===== src/rtl/link_param_loader_pkg.sv =====
// Shared definitions for the link parameter loader: stage encoding, link word
// layout and loader state encoding.
package link_param_loader_pkg;

  localparam int MAX_WEIGHT     = 2;
  localparam int LINK_BIT_WIDTH = $clog2(MAX_WEIGHT + 1);
  localparam int STAGE_WIDTH    = 3;

  localparam logic [STAGE_WIDTH-1:0] STAGE_IDLE                = 3'd0;
  localparam logic [STAGE_WIDTH-1:0] STAGE_PARAMETERS_LOADING  = 3'd1;
  localparam logic [STAGE_WIDTH-1:0] STAGE_MEASUREMENT_LOADING = 3'd2;
  localparam logic [STAGE_WIDTH-1:0] STAGE_GROW                = 3'd3;
  localparam logic [STAGE_WIDTH-1:0] STAGE_MERGE               = 3'd4;
  localparam logic [STAGE_WIDTH-1:0] STAGE_PEELING             = 3'd5;

  typedef struct packed {
    logic [LINK_BIT_WIDTH-1:0] weight;
    logic [1:0]                boundary;
  } link_param_t;

  typedef enum logic [1:0] {
    ST_FILL   = 2'd0,
    ST_READY  = 2'd1,
    ST_STREAM = 2'd2,
    ST_DONE   = 2'd3
  } loader_state_t;

  function automatic logic is_param_loading(input logic [STAGE_WIDTH-1:0] stage);
    return stage == STAGE_PARAMETERS_LOADING;
  endfunction

endpackage


===== src/rtl/link_param_buffer.sv =====
// Storage for one full set of link parameter words: sequential write port,
// sequential read port whose data is valid combinationally at rd_ptr.
module link_param_buffer
  import link_param_loader_pkg::*;
#(
  parameter  int NUM_LINKS = 64,
  localparam int PTR_W     = $clog2(NUM_LINKS),
  localparam int CNT_W     = $clog2(NUM_LINKS + 1)
) (
  input  logic             clk,
  input  logic             reset,
  input  logic             clear,
  input  logic             wr_en,
  input  link_param_t      wr_data,
  input  logic             rd_adv,
  output link_param_t      rd_data,
  output logic             rd_at_head,
  output logic [CNT_W-1:0] count
);

  link_param_t      mem [NUM_LINKS];
  logic [PTR_W-1:0] wr_ptr_q, wr_ptr_d;
  logic [PTR_W-1:0] rd_ptr_q, rd_ptr_d;
  logic [CNT_W-1:0] count_q, count_d;

  localparam logic [PTR_W-1:0] LAST_PTR = PTR_W'(NUM_LINKS - 1);

  // Pointer and fill-count next state; clear wins over any access.
  always_comb begin
    wr_ptr_d = wr_ptr_q;
    rd_ptr_d = rd_ptr_q;
    count_d  = count_q;
    if (clear) begin
      wr_ptr_d = {PTR_W{1'b0}};
      rd_ptr_d = {PTR_W{1'b0}};
      count_d  = {CNT_W{1'b0}};
    end else begin
      if (wr_en) begin
        wr_ptr_d = (wr_ptr_q == LAST_PTR) ? {PTR_W{1'b0}} : wr_ptr_q + 1'b1;
        count_d  = count_q + 1'b1;
      end else begin
        wr_ptr_d = wr_ptr_q;
      end
      if (rd_adv) begin
        rd_ptr_d = (rd_ptr_q == LAST_PTR) ? {PTR_W{1'b0}} : rd_ptr_q + 1'b1;
      end else begin
        rd_ptr_d = rd_ptr_q;
      end
    end
  end

  // Pointer and count registers.
  always_ff @(posedge clk) begin
    if (!reset) begin
      wr_ptr_q <= {PTR_W{1'b0}};
      rd_ptr_q <= {PTR_W{1'b0}};
      count_q  <= {CNT_W{1'b0}};
    end else begin
      wr_ptr_q <= wr_ptr_d;
      rd_ptr_q <= rd_ptr_d;
      count_q  <= count_d;
    end
  end

  // Parameter storage; contents are don't-care until written.
  always_ff @(posedge clk) begin
    if (wr_en && !clear) begin
      mem[wr_ptr_q] <= wr_data;
    end
  end

  assign rd_data    = mem[rd_ptr_q];
  assign rd_at_head = (rd_ptr_q == {PTR_W{1'b0}});
  assign count      = count_q;

endmodule


===== src/rtl/link_param_loader.sv =====
// Transmit end of the link parameter chain: buffers one set from the host and
// streams it into the chain head. Optional replay feature: LINK_PARAM_RELOAD_EN.
module link_param_loader
  import link_param_loader_pkg::*;
#(
  parameter int NUM_LINKS = 64
) (
  input  logic                      clk,
  input  logic                      reset,
  input  logic [STAGE_WIDTH-1:0]    global_stage,
  input  logic                      s_valid,
  output logic                      s_ready,
  input  logic [LINK_BIT_WIDTH-1:0] s_weight,
  input  logic [1:0]                s_boundary,
  input  logic                      reload_clear,
  output logic [LINK_BIT_WIDTH-1:0] weight_out,
  output logic [1:0]                boundary_condition_out,
  output logic                      load_req,
  output logic                      load_done,
  output logic                      load_error
);

  localparam int CNT_W = $clog2(NUM_LINKS + 1);
  localparam logic [CNT_W-1:0] LAST_CNT = CNT_W'(NUM_LINKS - 1);

  loader_state_t             state_q, state_d;
  logic                      s_ready_q, s_ready_d;
  logic [LINK_BIT_WIDTH-1:0] weight_q, weight_d;
  logic [1:0]                boundary_q, boundary_d;
  logic                      load_req_q, load_req_d;
  logic                      load_done_q, load_done_d;
  logic                      load_error_q, load_error_d;

  logic                      buf_clear_s, buf_wr_s, buf_adv_s;
  logic                      enter_fill_s, enter_ready_s;
  link_param_t               rd_data_s;
  logic                      rd_at_head_s;
  logic [CNT_W-1:0]          count_s;
  logic                      stage_load_s, accept_s;
  logic                      clear_req_s;

  assign stage_load_s = is_param_loading(global_stage);
  assign accept_s     = s_valid && s_ready_q;

`ifdef LINK_PARAM_RELOAD_EN
  assign clear_req_s = reload_clear;
`else
  logic reload_clear_unused;
  assign reload_clear_unused = reload_clear;
  assign clear_req_s         = 1'b0;
`endif

  link_param_buffer #(.NUM_LINKS(NUM_LINKS)) u_buffer (
    .clk        (clk),
    .reset      (reset),
    .clear      (buf_clear_s),
    .wr_en      (buf_wr_s),
    .wr_data    ('{weight: s_weight, boundary: s_boundary}),
    .rd_adv     (buf_adv_s),
    .rd_data    (rd_data_s),
    .rd_at_head (rd_at_head_s),
    .count      (count_s)
  );

  // Loader FSM next state. The read pointer always sits one entry ahead of the
  // presented word, so it wraps to the head exactly when the last entry is shown.
  always_comb begin
    state_d       = state_q;
    s_ready_d     = s_ready_q;
    weight_d      = weight_q;
    boundary_d    = boundary_q;
    load_req_d    = load_req_q;
    load_done_d   = load_done_q;
    load_error_d  = load_error_q;
    buf_clear_s   = 1'b0;
    buf_wr_s      = 1'b0;
    buf_adv_s     = 1'b0;
    enter_fill_s  = 1'b0;
    enter_ready_s = 1'b0;
    case (state_q)
      ST_FILL: begin
        s_ready_d   = 1'b1;
        weight_d    = {LINK_BIT_WIDTH{1'b0}};
        boundary_d  = 2'b00;
        load_req_d  = 1'b0;
        load_done_d = 1'b0;
        if (accept_s) begin
          buf_wr_s = 1'b1;
          if (count_s == {CNT_W{1'b0}}) begin
            load_error_d = 1'b0;
          end else begin
            load_error_d = load_error_q;
          end
          if (count_s == LAST_CNT) begin
            enter_ready_s = 1'b1;
          end else begin
            enter_ready_s = 1'b0;
          end
        end else begin
          buf_wr_s = 1'b0;
        end
        if (stage_load_s) begin
          load_error_d = 1'b1;
        end else begin
          load_error_d = load_error_d;
        end
      end
      ST_READY: begin
        if (clear_req_s) begin
          enter_fill_s = 1'b1;
        end else if (stage_load_s) begin
          state_d    = ST_STREAM;
          load_req_d = 1'b0;
          weight_d   = rd_data_s.weight;
          boundary_d = rd_data_s.boundary;
          buf_adv_s  = 1'b1;
        end else begin
          state_d = ST_READY;
        end
      end
      ST_STREAM: begin
        if (stage_load_s) begin
          if (rd_at_head_s) begin
            state_d     = ST_DONE;
            load_done_d = 1'b1;
            weight_d    = {LINK_BIT_WIDTH{1'b0}};
            boundary_d  = 2'b00;
          end else begin
            weight_d   = rd_data_s.weight;
            boundary_d = rd_data_s.boundary;
            buf_adv_s  = 1'b1;
          end
        end else begin
          load_error_d = 1'b1;
          enter_fill_s = 1'b1;
        end
      end
      ST_DONE: begin
        if (clear_req_s) begin
          enter_fill_s = 1'b1;
        end else if (stage_load_s) begin
          load_error_d = 1'b1;
        end else begin
`ifdef LINK_PARAM_RELOAD_EN
          enter_ready_s = 1'b1;
`else
          enter_fill_s  = 1'b1;
`endif
        end
      end
      default: begin
        enter_fill_s = 1'b1;
      end
    endcase

    if (enter_fill_s) begin
      state_d     = ST_FILL;
      s_ready_d   = 1'b1;
      weight_d    = {LINK_BIT_WIDTH{1'b0}};
      boundary_d  = 2'b00;
      load_req_d  = 1'b0;
      load_done_d = 1'b0;
      buf_clear_s = 1'b1;
    end else if (enter_ready_s) begin
      // Read pointer is at the head here, so the preload is entry 0.
      state_d     = ST_READY;
      s_ready_d   = 1'b0;
      weight_d    = rd_data_s.weight;
      boundary_d  = rd_data_s.boundary;
      load_req_d  = 1'b1;
      load_done_d = 1'b0;
      buf_adv_s   = 1'b1;
    end else begin
      buf_clear_s = 1'b0;
    end
  end

  // Loader state and registered outputs.
  always_ff @(posedge clk) begin
    if (!reset) begin
      state_q      <= ST_FILL;
      s_ready_q    <= 1'b0;
      weight_q     <= {LINK_BIT_WIDTH{1'b0}};
      boundary_q   <= 2'b00;
      load_req_q   <= 1'b0;
      load_done_q  <= 1'b0;
      load_error_q <= 1'b0;
    end else begin
      state_q      <= state_d;
      s_ready_q    <= s_ready_d;
      weight_q     <= weight_d;
      boundary_q   <= boundary_d;
      load_req_q   <= load_req_d;
      load_done_q  <= load_done_d;
      load_error_q <= load_error_d;
    end
  end

  assign s_ready                = s_ready_q;
  assign weight_out             = weight_q;
  assign boundary_condition_out = boundary_q;
  assign load_req               = load_req_q;
  assign load_done              = load_done_q;
  assign load_error             = load_error_q;

endmodule


===== config.mk =====
export PLATFORM = sky130hd
export DESIGN_NAME = link_param_loader
export DESIGN_NICKNAME = d
export VERILOG_FILES = /design/src/rtl/link_param_loader_pkg.sv /design/src/rtl/link_param_buffer.sv /design/src/rtl/link_param_loader.sv
export SDC_FILE = /design/constraint.sdc
export NUM_CORES = 1
export LEC_CHECK = 0
export CAP_MARGIN = 20
export CELL_PAD_IN_SITES_DETAIL_PLACEMENT = 1
export CELL_PAD_IN_SITES_GLOBAL_PLACEMENT = 1
export CORE_MARGIN = 5
export CORE_UTILIZATION = 50
export CTS_CLUSTER_DIAMETER = 100
export DETAILED_ROUTE_END_ITERATION = 12
export PLACE_DENSITY = 0.84
export SLEW_MARGIN = 15
export SYNTH_ARGS = -nofsm -noshare
export SYNTH_HDL_FRONTEND = slang
export SYNTH_HIERARCHICAL = 1
export SYNTH_SLANG_ARGS = --single-unit

===== constraint.sdc =====
create_clock -name clk -period 3.05 [get_ports clk]
set_input_delay 0.7625 -clock clk [delete_from_list [all_inputs] [get_ports clk]]
set_output_delay 0.7625 -clock clk [all_outputs]
set_load 0.05 [all_outputs]

==> out/metrics.cfg <==
[synth]
synth_edf_count = 256
syn_area_per_cell_um2 = 16.91
synthTopCellsByArea = edfxtp_1 65%, mux4_2 12%, dfxtp_1 5.9%
netlist.area_leader.share_pct = 64.59
yosysUniqueCellTypes = 62
synth-seq-cells = 291
synth_common_cells = 256 x edfxtp_1, 92 x nor2_1, 61 x mux4_2, 35 x dfxtp_1, 26 x nand2_1
synth_fp_nets = 724
synth_area_mm2 = 0.01190
synth-async-reset-ratio_pct = 0
yosysWarningCount = 6
yosysMostFrequentCell = edfxtp_1
synthFlopType = edfxtp_1
syn-instance-count = 704
ys_seq_area_share_pct = 70.48
yosysTopAreaCell = edfxtp_1

[sta]
finalCritPeriodShare_pct = 94.12
skew_ns = 0.008637
clock.fmax_ghz = 0.3484
setup-violations-final = 0
setup_ws_ns = 0.1793
maxSlewViolCount = 0
fin_crit_ns = 2.871
hold_viol_final = 0
max_slew_margin_pct = 46.21
rsz0062_at_grt = false
tns_ns = 0
worst_pin_slew_ns = 0.8068

[floorplanning]
start_util_pct = 50.70
core_mm2 = 0.02347
fp-row-count = 56
die_x_um = 164.3
pin_count = 19
die_area_mm2 = 0.02699
die_h_um = 164.3

[worst_setup_path]
critical_path_class = register to register
cp_cell_sequence = inv_1 -> ha_1 -> and3_1 -> buf_4 -> nor2b_1 -> nand4b_1 -> buf_4 -> nor2_1
cpMostUsedCell = buf_4
r2r_cells = 8
cp_slowest_cell = nor2_1
reg2reg_slack_ns = 0.18
crit_required_ns = 3.23
slowest_delay_ns = 0.44
critPathArrivalTime_ns = 3.05
crit_fanout = 17
end_kind = register
critPathLaunchType = register

[clocking]
tritoncts = done
cts_setup_buffers = 0
cts_buffers = 29
postCtsResizedCells = 0
hold_buffers = 0
clk_latency_ns = 0.55
path_clk_slew_ns = 0.06
clk_path_buf_depth = 3
cts.sinks = 291
cts-root-buf = clkbuf_16
cts_max_level = 1

[global_route]
antenna_found_initial = 0
overflow = 0
first_global_vias = 7327
grt_usage_pct = 22.48
grt_max_degree = 65
grt_pass1_wl_um = 45440

[placement]
place_congestion = 0.8352
port-buffer-count = 17
dpl-instance-area_mm2 = 0.01256
dp_slack_ns = -0.08500
place_hpwl_um = 19100

[power]
total_power_mw = 8.610
clockPowerShare_pct = 44.5
irDropWorstVdd_mv = 0.4374
leakage_nw = 4.233
switchingPower_mw = 1.780
p_int_mw = 6.830
pwr-share-comb_pct = 4.6
sw_frac_of_total_pct = 20.68
seq_power_share_pct = 50.9
pwr_density_cell_mw_per_mm2 = 632.7

[worst_hold_path]
worstHoldPathCells = 1
hp-class = register to register

[layout]
syn_to_final_growth_pct = 14.34
antenna_cells = 0
drive_gt1_share_pct = 22.41
postLayoutCoreUtil_pct = 57.97
postLayoutCellArea_mm2 = 0.01361
layout.nets = 769
fillCellCount = 2096

[detailed_routing]
met2_length_um = 15440
routedWlPerCell_um = 27.19
drc_errors = 0
via_count = 6805
wl_um = 29660
drtIter0Drc = 803
drt_pre_antenna_iters = 5
wl_met1_um = 11180
met3_wirelength_um = 1925
via_per_inst = 6.237
highest_layer = met4
ant_nets = 0

[job]
cap_violations = 0

[status]
status = finished clean

[cell usage in the layout (no fill, tap or decap), types with 13 or more instances in the layout]
cell,instances
nand3_1,15
buf_4,34
nand2_1,26
dfxtp_1,33
a21oi_1,15
clkdlybuf4s50_1,13
edfxtp_1,256
clkbuf_16,29
mux4_2,61
nor2_1,92
[final timing paths]
| check | from | to |
|---|---|---|
| worst max-delay path | state_q[0] | u_buffer/mem[14][0] |
| worst min-delay path | weight_out[0] | weight_out[0] |
| worst max register to register | state_q[0] | u_buffer/mem[14][0] |
| worst min register to register | weight_out[0] | weight_out[0] |
[metal layers]
metal / global-route usage, % / vias to the layer above
met1: 27.92 / 3521
met2: 40.08 / 329
met4: 7.892 / 0
met3: 3.563 / 85
li1: - / 2870
met5: 0 / -
[cells by family (layout without fill, tap and decap cells)]
kind of cell	after synthesis	count (layout)	share of synthesized area, %
flip-flops	291	291	70.48
AND/OR/NAND/NOR	199	199	8.158
multiplexers	75	75	13.18
AO/OA/AOI/OAI	72	72	4.374
buffers and inverters	49	117	2.197
adder cells (fa/ha/maj)	9	9	0.9462
XOR/XNOR	9	9	0.6624
[critical path: cells and delay by family, from the launching register on]
family / cells / cell delay (ns)
adder cells (fa/ha/maj): 1 / 0.36
buffers and inverters: 3 / 0.62
flip-flops: 1 / 0.35
AND/OR/NAND/NOR: 4 / 1.18
[power groups by stage]
stage / sequential (mW) / clock [mW] / combinational [mW]
2_1_floorplan: 4.49 / 0 / 0.197
3_3_place_gp: 4.47 / 0 / 0.351
3_5_place_dp: 4.47 / 0 / 0.385
4_1_cts: 4.39 / 3.87 / 0.391
5_1_grt: 4.39 / 4.07 / 0.417
6_report: 4.39 / 3.83 / 0.394
[layout make-up]
class,count,area (µm²),area share (%)
Multi-Input combinational cell,364,3252,23.90
Timing Repair Buffer,55,485.5,3.567
Sequential cell,291,8393,61.68
Inverter,8,30.03,0.2207
Clock inverter,16,219.0,1.609
Tap cell,319,399.1,2.933
Clock buffer,38,829.5,6.096
[sequential cells by signal (all words and copies together) (netlist names), named ones only]
signal / cells
u_buffer/wr_ptr_q: 6
s_ready: 1
u_buffer/count: 7
boundary_condition_out: 2
load_req: 1
u_buffer/mem: 256
load_error: 1
load_done: 1
weight_out: 2
state_q: 2
u_buffer/rd_ptr_q: 6
[per-stage QoR]
stage | instances | hold WS [ns]
final | 1091 | 0.4776
after global routing | 1091 | 0.5008
after CTS | 1091 | 0.4788
after detailed placement | 1037 | 0.4576
after global placement | 1037 | 0.4547
after floorplan | 704 | 0.4842
(Power assumes the default switching activity.)
